## config.mk

```make
export PLATFORM = sky130hd
export DESIGN_NAME = fetch_if_id
export DESIGN_NICKNAME = d
export VERILOG_FILES = /design/src/rtl/fetch_if_id.sv
export SDC_FILE = /design/constraint.sdc
export NUM_CORES = 1
export LEC_CHECK = 0
export CAP_MARGIN = 5
export CORE_MARGIN = 5
export CORE_UTILIZATION = 43
export CTS_BUF_LIST = sky130_fd_sc_hd__clkbuf_16
export CTS_CLUSTER_DIAMETER = 200
export CTS_CLUSTER_SIZE = 12
export DETAILED_ROUTE_END_ITERATION = 10
export HOLD_SLACK_MARGIN = 0.12
export MAX_ROUTING_LAYER = met4
export PLACE_DENSITY = 0.9
export SETUP_SLACK_MARGIN = 0.2
export SYNTH_ARGS = -nofsm -noshare
export SYNTH_HDL_FRONTEND = slang
export SYNTH_SLANG_ARGS = --single-unit
```

## constraint.sdc

```tcl
create_clock -name clk -period 2.13 [get_ports clk]
set_clock_uncertainty 0.2 [all_clocks]
set_input_delay 0.426 -clock clk [delete_from_list [all_inputs] [get_ports clk]]
set_output_delay 0.426 -clock clk [all_outputs]
set_load 0.005 [all_outputs]
```

## src/rtl/fetch_if_id.sv

```systemverilog
// Fetch stage with IF/ID pipeline register: PC, RUN/HALT FSM, stall/flush
// handling. The instruction memory is read combinationally at imem_addr.
module fetch_if_id (
    input  logic        clk,
    input  logic        rst,
    input  logic        stall,
    input  logic        flush,
    input  logic [15:0] branch_target,
    output logic [15:0] imem_addr,
    input  logic [15:0] imem_data,
    output logic [15:0] ifid_instr,
    output logic [15:0] ifid_pc_plus2,
    output logic        ifid_valid,
    output logic [3:0]  opcode,
    output logic        halted
);

    typedef enum logic {RUN, HALT} state_t;

    state_t      state_q;
    logic [15:0] pc_q;
    logic [15:0] instr_q;
    logic [15:0] pc_plus2_q;
    logic        valid_q;

    logic [15:0] pc_plus2_d;
    logic        is_hlt;

    // The 16-bit add wraps naturally, so 0xFFFE advances to 0x0000.
    assign pc_plus2_d = pc_q + 16'd2;
    assign is_hlt     = (imem_data[15:12] == 4'b1111);

    always_ff @(posedge clk) begin
        if (rst) begin
            state_q    <= RUN;
            pc_q       <= 16'h0000;
            instr_q    <= 16'h0000;
            pc_plus2_q <= 16'h0000;
            valid_q    <= 1'b0;
        end else if (flush) begin
            // A taken branch older than HLT may legally pull us out of HALT.
            state_q    <= RUN;
            pc_q       <= {branch_target[15:1], 1'b0};
            instr_q    <= 16'h0000;
            valid_q    <= 1'b0;
        end else if (!stall) begin
            case (state_q)
                RUN: begin
                    instr_q    <= imem_data;
                    pc_plus2_q <= pc_plus2_d;
                    valid_q    <= 1'b1;
                    if (is_hlt) begin
                        state_q <= HALT;
                    end else begin
                        pc_q    <= pc_plus2_d;
                    end
                end
                HALT: begin
                    instr_q <= 16'h0000;
                    valid_q <= 1'b0;
                end
                default: state_q <= RUN;
            endcase
        end
    end

    assign imem_addr     = pc_q;
    assign ifid_instr    = instr_q;
    assign ifid_pc_plus2 = pc_plus2_q;
    assign ifid_valid    = valid_q;
    assign opcode        = instr_q[15:12];
    assign halted        = (state_q == HALT);

endmodule

```

Word-level counts from Yosys, hierarchy flattened
Cells that the tools add are included.
W data, S select, Z words.
{ "classes": {"n_mux": 8, "n_reduce_logical": 4, "n_eq_ne": 4, "n_addsub": 1, "n_bitwise": 4, "shift": 0, "n_div": 0, "n_lt_le_gt_ge": 0, "n_mul": 0} }
{ "ops": {"columns": ["cell", "n"], "rows": [
  ["$mux W16", 4],
  ["$pmux W16 S2", 1],
  ["$add A16 B2 Y16 const B", 1],
  ["$reduce_and A3 Y1", 3],
  ["$eq A4 B4 Y1 const B", 1],
  ["$ne A2 B2 Y1 const B", 2],
  ["$not A1 Y1", 4],
  ["$mux W1", 2],
  ["$ne A2 B1 Y1 const B", 1],
  ["$pmux W1 S2", 1],
  ["$reduce_or A2 Y1", 1]
]} }
{ "word_totals": {"mem_count": 0, "output_inout_bits": 54, "latch_bits": 0, "mem_bits_rw": 0, "wordCells": 27, "reg_bits": 50, "rom_bits": 0} }

Logic depth before layout (Yosys ltp)
{ "depth": {"ltp_word": 5, "mapped_depth": 6, "mapped_depth_nobuf": 5} }

Worst setup path before layout
Ideal clock, no wire load.
{ "synth_path": {"path_kind": "register to register", "start": "reg pc_q[1], in the netlist imem_addr[1]", "end": "reg pc_q[15], in the netlist imem_addr[15]", "slack_ps": 305, "synth_period_minus_slack_ps": 1825, "t_arrival_ps": 1493, "n_path_buf": 0, "stages_incl_launch_ff": 6, "cell_sequence": "dfxtp_1 > ha_1 > nand3_1 > nor4_2 > mux2i_1 > a31oi_1"} }
{ "synth_between": {"elab_chain_len": 5} }
{ "synth_lines": {"columns": ["item", "line_no", "source"], "rows": [
  ["start: declaration", "21", "logic [15:0] pc_q;"],
  ["start signal: assignment", "43", "pc_q <= {branch_target[15:1], 1'b0};"],
  ["start signal: assignment", "55", "pc_q <= pc_plus2_d;"],
  ["$add A16 B2 Y16", "30", "assign pc_plus2_d = pc_q + 16'd2;"],
  ["$mux W16", "52", "if (is_hlt) begin"],
  ["$mux W16", "47", "case (state_q)"],
  ["$mux W16", "46", "end else if (!stall) begin"],
  ["$mux W16", "40", "end else if (flush) begin"]
]} }
No other way between the ends. The select of a mux whose other input is x is not followed.
A chain may end at the register's enable or synchronous reset.

Worst setup path after layout
{ "layout_path": {"start": "reg pc_q[2], in the netlist imem_addr[2]", "end": "out imem_addr[2]"} }
{ "layout_lines": {"columns": ["item", "line_no", "source"], "rows": [
  ["end: declaration", "9", "output logic [15:0] imem_addr,"]
]} }
No word-level cell between the ends.

==> impl_metrics.yaml <==
status:
  run_status: "finished, final reports clean"
synthesis:
  yosysSeqAreaShare: 0.441
  asyncSetResetFlopFracSynth: 0
  synth.ff_latch_count: 48
  postSynthCellCount: 251
  top_cells_by_instance_count_after_synthesis: "48 x sky130_fd_sc_hd__dfxtp_1, 43 x sky130_fd_sc_hd__nor2_1, 16 x sky130_fd_sc_hd__a211oi_1, 16 x sky130_fd_sc_hd__a22oi_1, 15 x sky130_fd_sc_hd__nand2_1"
  synth_area_per_inst_um2: 8.68
  synth_enable_flop_cells: 0
  post_synth_num_cell_types: 40
  synth_largest_type_area_fraction: 0.441
  netlist_area_um2: 2180
  cell_type_contributing_the_most_total_cell_area_after_synthesis: "sky130_fd_sc_hd__dfxtp_1"
  synth_top_flop_cell: "sky130_fd_sc_hd__dfxtp_1"
  synth.most_common_cell: "sky130_fd_sc_hd__dfxtp_1"
  post_synth_main_area_contributors: "sky130_fd_sc_hd__dfxtp_1 44%, sky130_fd_sc_hd__nor2_1 7.4%, sky130_fd_sc_hd__a211oi_1 5.5%"
  synth-warning-count: 0
critical_path:
  critical_path.cell_chain: "buf_6, clkdlybuf4s50_1"
  timing.critical_path.fanout_max: 4
  worst_setup_path_start_kind: "register"
  reg2reg_setup_slack_ns: 0.23
  critPathCaptureType: "primary output"
  timing_worst_setup_path_type: "reg -> out"
  worst-endpoint-arrival_ns: 1.31
  critical-path-slowest-cell: "sky130_fd_sc_hd__clkdlybuf4s50_1"
  worst-endpoint-required_ns: 1.50
  slowest_delay_ns: 0.50
global_routing:
  grt.overflow.total: 0
  globalRouteTotalUtil: 0.207
  grt_antenna_before_repair: 0
  grt_max_degree: 31
  grt_pass1_vias: 2164
  grt_pass1_wl_mm: 10.3
power:
  vdd_drop_max_v: 0.000453
  pwr_density_cell_nw_per_um2: 669
  cellLeakagePower_nw: 1.21
  design_power_total_mw: 2.26
final_layout:
  layout.nets: 376
  area.growth.synth_to_final_pct: 55.4
  diodes: 0
  drive_above_1_share: 0.162
  finalCoreUtilization: 0.676
die:
  core_box_area_um2: 5010
  die_y_um: 81.2
  ioPinCount: 90
  die_w_um: 81.2
  starting_density_of_the_core: 0.435
  floorplan_row_count: 26
  die-area_um2: 6590
drt:
  drc_violations_left: 0
  drt_iter0_markers: 190
  wirelength_mm: 6.63
  detail_route.wl_per_cell_um: 16.2
  drt-pass1-iter-count: 4
  ant_nets: 0
  vias: 2238
  vias_per_cell: 5.46
clocking:
  cts_root_buffer: "sky130_fd_sc_hd__clkbuf_16"
  clk_transition_reported_paths_ns: 0.06
  clkLatencyLatePin_ns: 0.29
  cts_made_buffers: 5
  cts.sink_count: 48
  cts_hold_repair.buffers: 0
  cts_htree_levels: 2
  cts_tree: "yes"
  cts-root-to-sink-buffers: 2
timing:
  min_period_ns: 1.94
  fin_tns_setup_ns: 0
  hold_slack_ns: 0.263
  layout_worst_path_cycle_share: 0.909
  timing.final.max_slew_violations: 0
  fmax_mhz: 516
  timing_hold_violations_final: 0
  setup_viol: 0
  layout_setup_ws_ns: 0.193
  grt_setup_unrepaired: "yes"
job:
  drv_cap: 0
place:
  dp.final_hpwl_mm: 4.73
  io_port_bufs: 86
  finalWeightedCongestion: 0.931
  detailedPlace.worstSlack_ns: -0.0868
worst_hold_path:
  holdCritPathClass: "reg -> reg"
[worst paths after layout]
kind | to | start | cells after the start
max | imem_addr[2] | imem_addr[2]$_SDFFE_PP0P_ | 2
min reg2reg | ifid_pc_plus2[2]$_SDFFE_PP0P_ | ifid_pc_plus2[2]$_SDFFE_PP0P_ | 2
min | ifid_pc_plus2[2]$_SDFFE_PP0P_ | ifid_pc_plus2[2]$_SDFFE_PP0P_ | 2
max reg2reg | imem_addr[11]$_SDFFE_PP0P_ | imem_addr[2]$_SDFFE_PP0P_ | 5
[kinds of logic (layout without fill, tap and decap cells)]
family | Yosys count | after routing | share of synthesized area
buffers and inverters | 27 | 115 | 0.0592
xor gates and xnor gates | 15 | 15 | 0.0603
adders and majority gates | 1 | 1 | 0.00574
AOI/OAI and AO/OA | 55 | 55 | 0.187
and+or+nand+nor | 102 | 102 | 0.236
DFF | 48 | 48 | 0.441
muxes | 2 | 2 | 0.00919
other | 1 | 2 | 0.00172
[per-stage QoR]
step,instance area (um^2),cells
2_1_floorplan,2180,252
3_5_place_dp,3150,401
3_3_place_gp,3150,401
4_1_cts,3320,409
5_1_grt,3380,410
6_report,3380,410
[worst max-delay path, delay by kind of cell (launching register included)]
family	cells	cell delay (ns)
flip-flops	1	0.38
buffers and inverters	2	0.64
[routing by layer]
metal / vias to the layer above / global-route usage / wire length (um)
li1: 1078 / - / -
met1: 1043 / 0.255 / 2820
met3: 7 / 0.0565 / 565
met2: 110 / 0.331 / 3200
met4: 0 / 0.0659 / 59
met5: - / - / 0
[final cells by class]
class / instances / area [um^2]
fill: 399 / 1630
multi-input combinational: 177 / 1130
timing repair buffer: 104 / 1010
sequential: 48 / 977
clock buffer: 5 / 125
tap: 70 / 87.6
clock inverter: 3 / 42.5
inverter: 3 / 11.3
[sequential cells by signal, indices dropped and copies added (netlist names)]
| name | count |
|---|---|
| halted | 1 |
| ifid_instr | 16 |
| ifid_pc_plus2 | 15 |
| ifid_valid | 1 |
| imem_addr | 15 |
[repair_timing]
item,CTS,global route
gates resized for setup,7,19
setup endpoints to repair,9,22
setup buffers,0,1
pin swaps,0,1
[placed cells by master (no fill, tap or decap), types with 6 or more instances in the layout]
| master | synthesis | layout |
|---|---|---|
| sky130_fd_sc_hd__xnor2_1 | 11 | 11 |
| sky130_fd_sc_hd__a22oi_1 | 16 | 16 |
| sky130_fd_sc_hd__nand3_1 | 9 | 8 |
| sky130_fd_sc_hd__nand2_1 | 15 | 14 |
| sky130_fd_sc_hd__nor2_1 | 43 | 42 |
| sky130_fd_sc_hd__clkdlybuf4s50_1 | 0 | 85 |
| sky130_fd_sc_hd__a31oi_1 | 9 | 9 |
| sky130_fd_sc_hd__buf_4 | 6 | 16 |
| sky130_fd_sc_hd__dfxtp_1 | 48 | 35 |
| sky130_fd_sc_hd__nand4_1 | 6 | 6 |
| sky130_fd_sc_hd__a211oi_1 | 16 | 16 |
| sky130_fd_sc_hd__dfxtp_2 | 0 | 13 |
[power breakdown]
group	total (mW)	internal (mW)	switching, mW
Combinational	0.373	0.218	0.155
Sequential	1.00	0.949	0.0513
Clock	0.891	0.551	0.340
Total	2.26	1.72	0.546
Power figures use the tool's default switching activity.
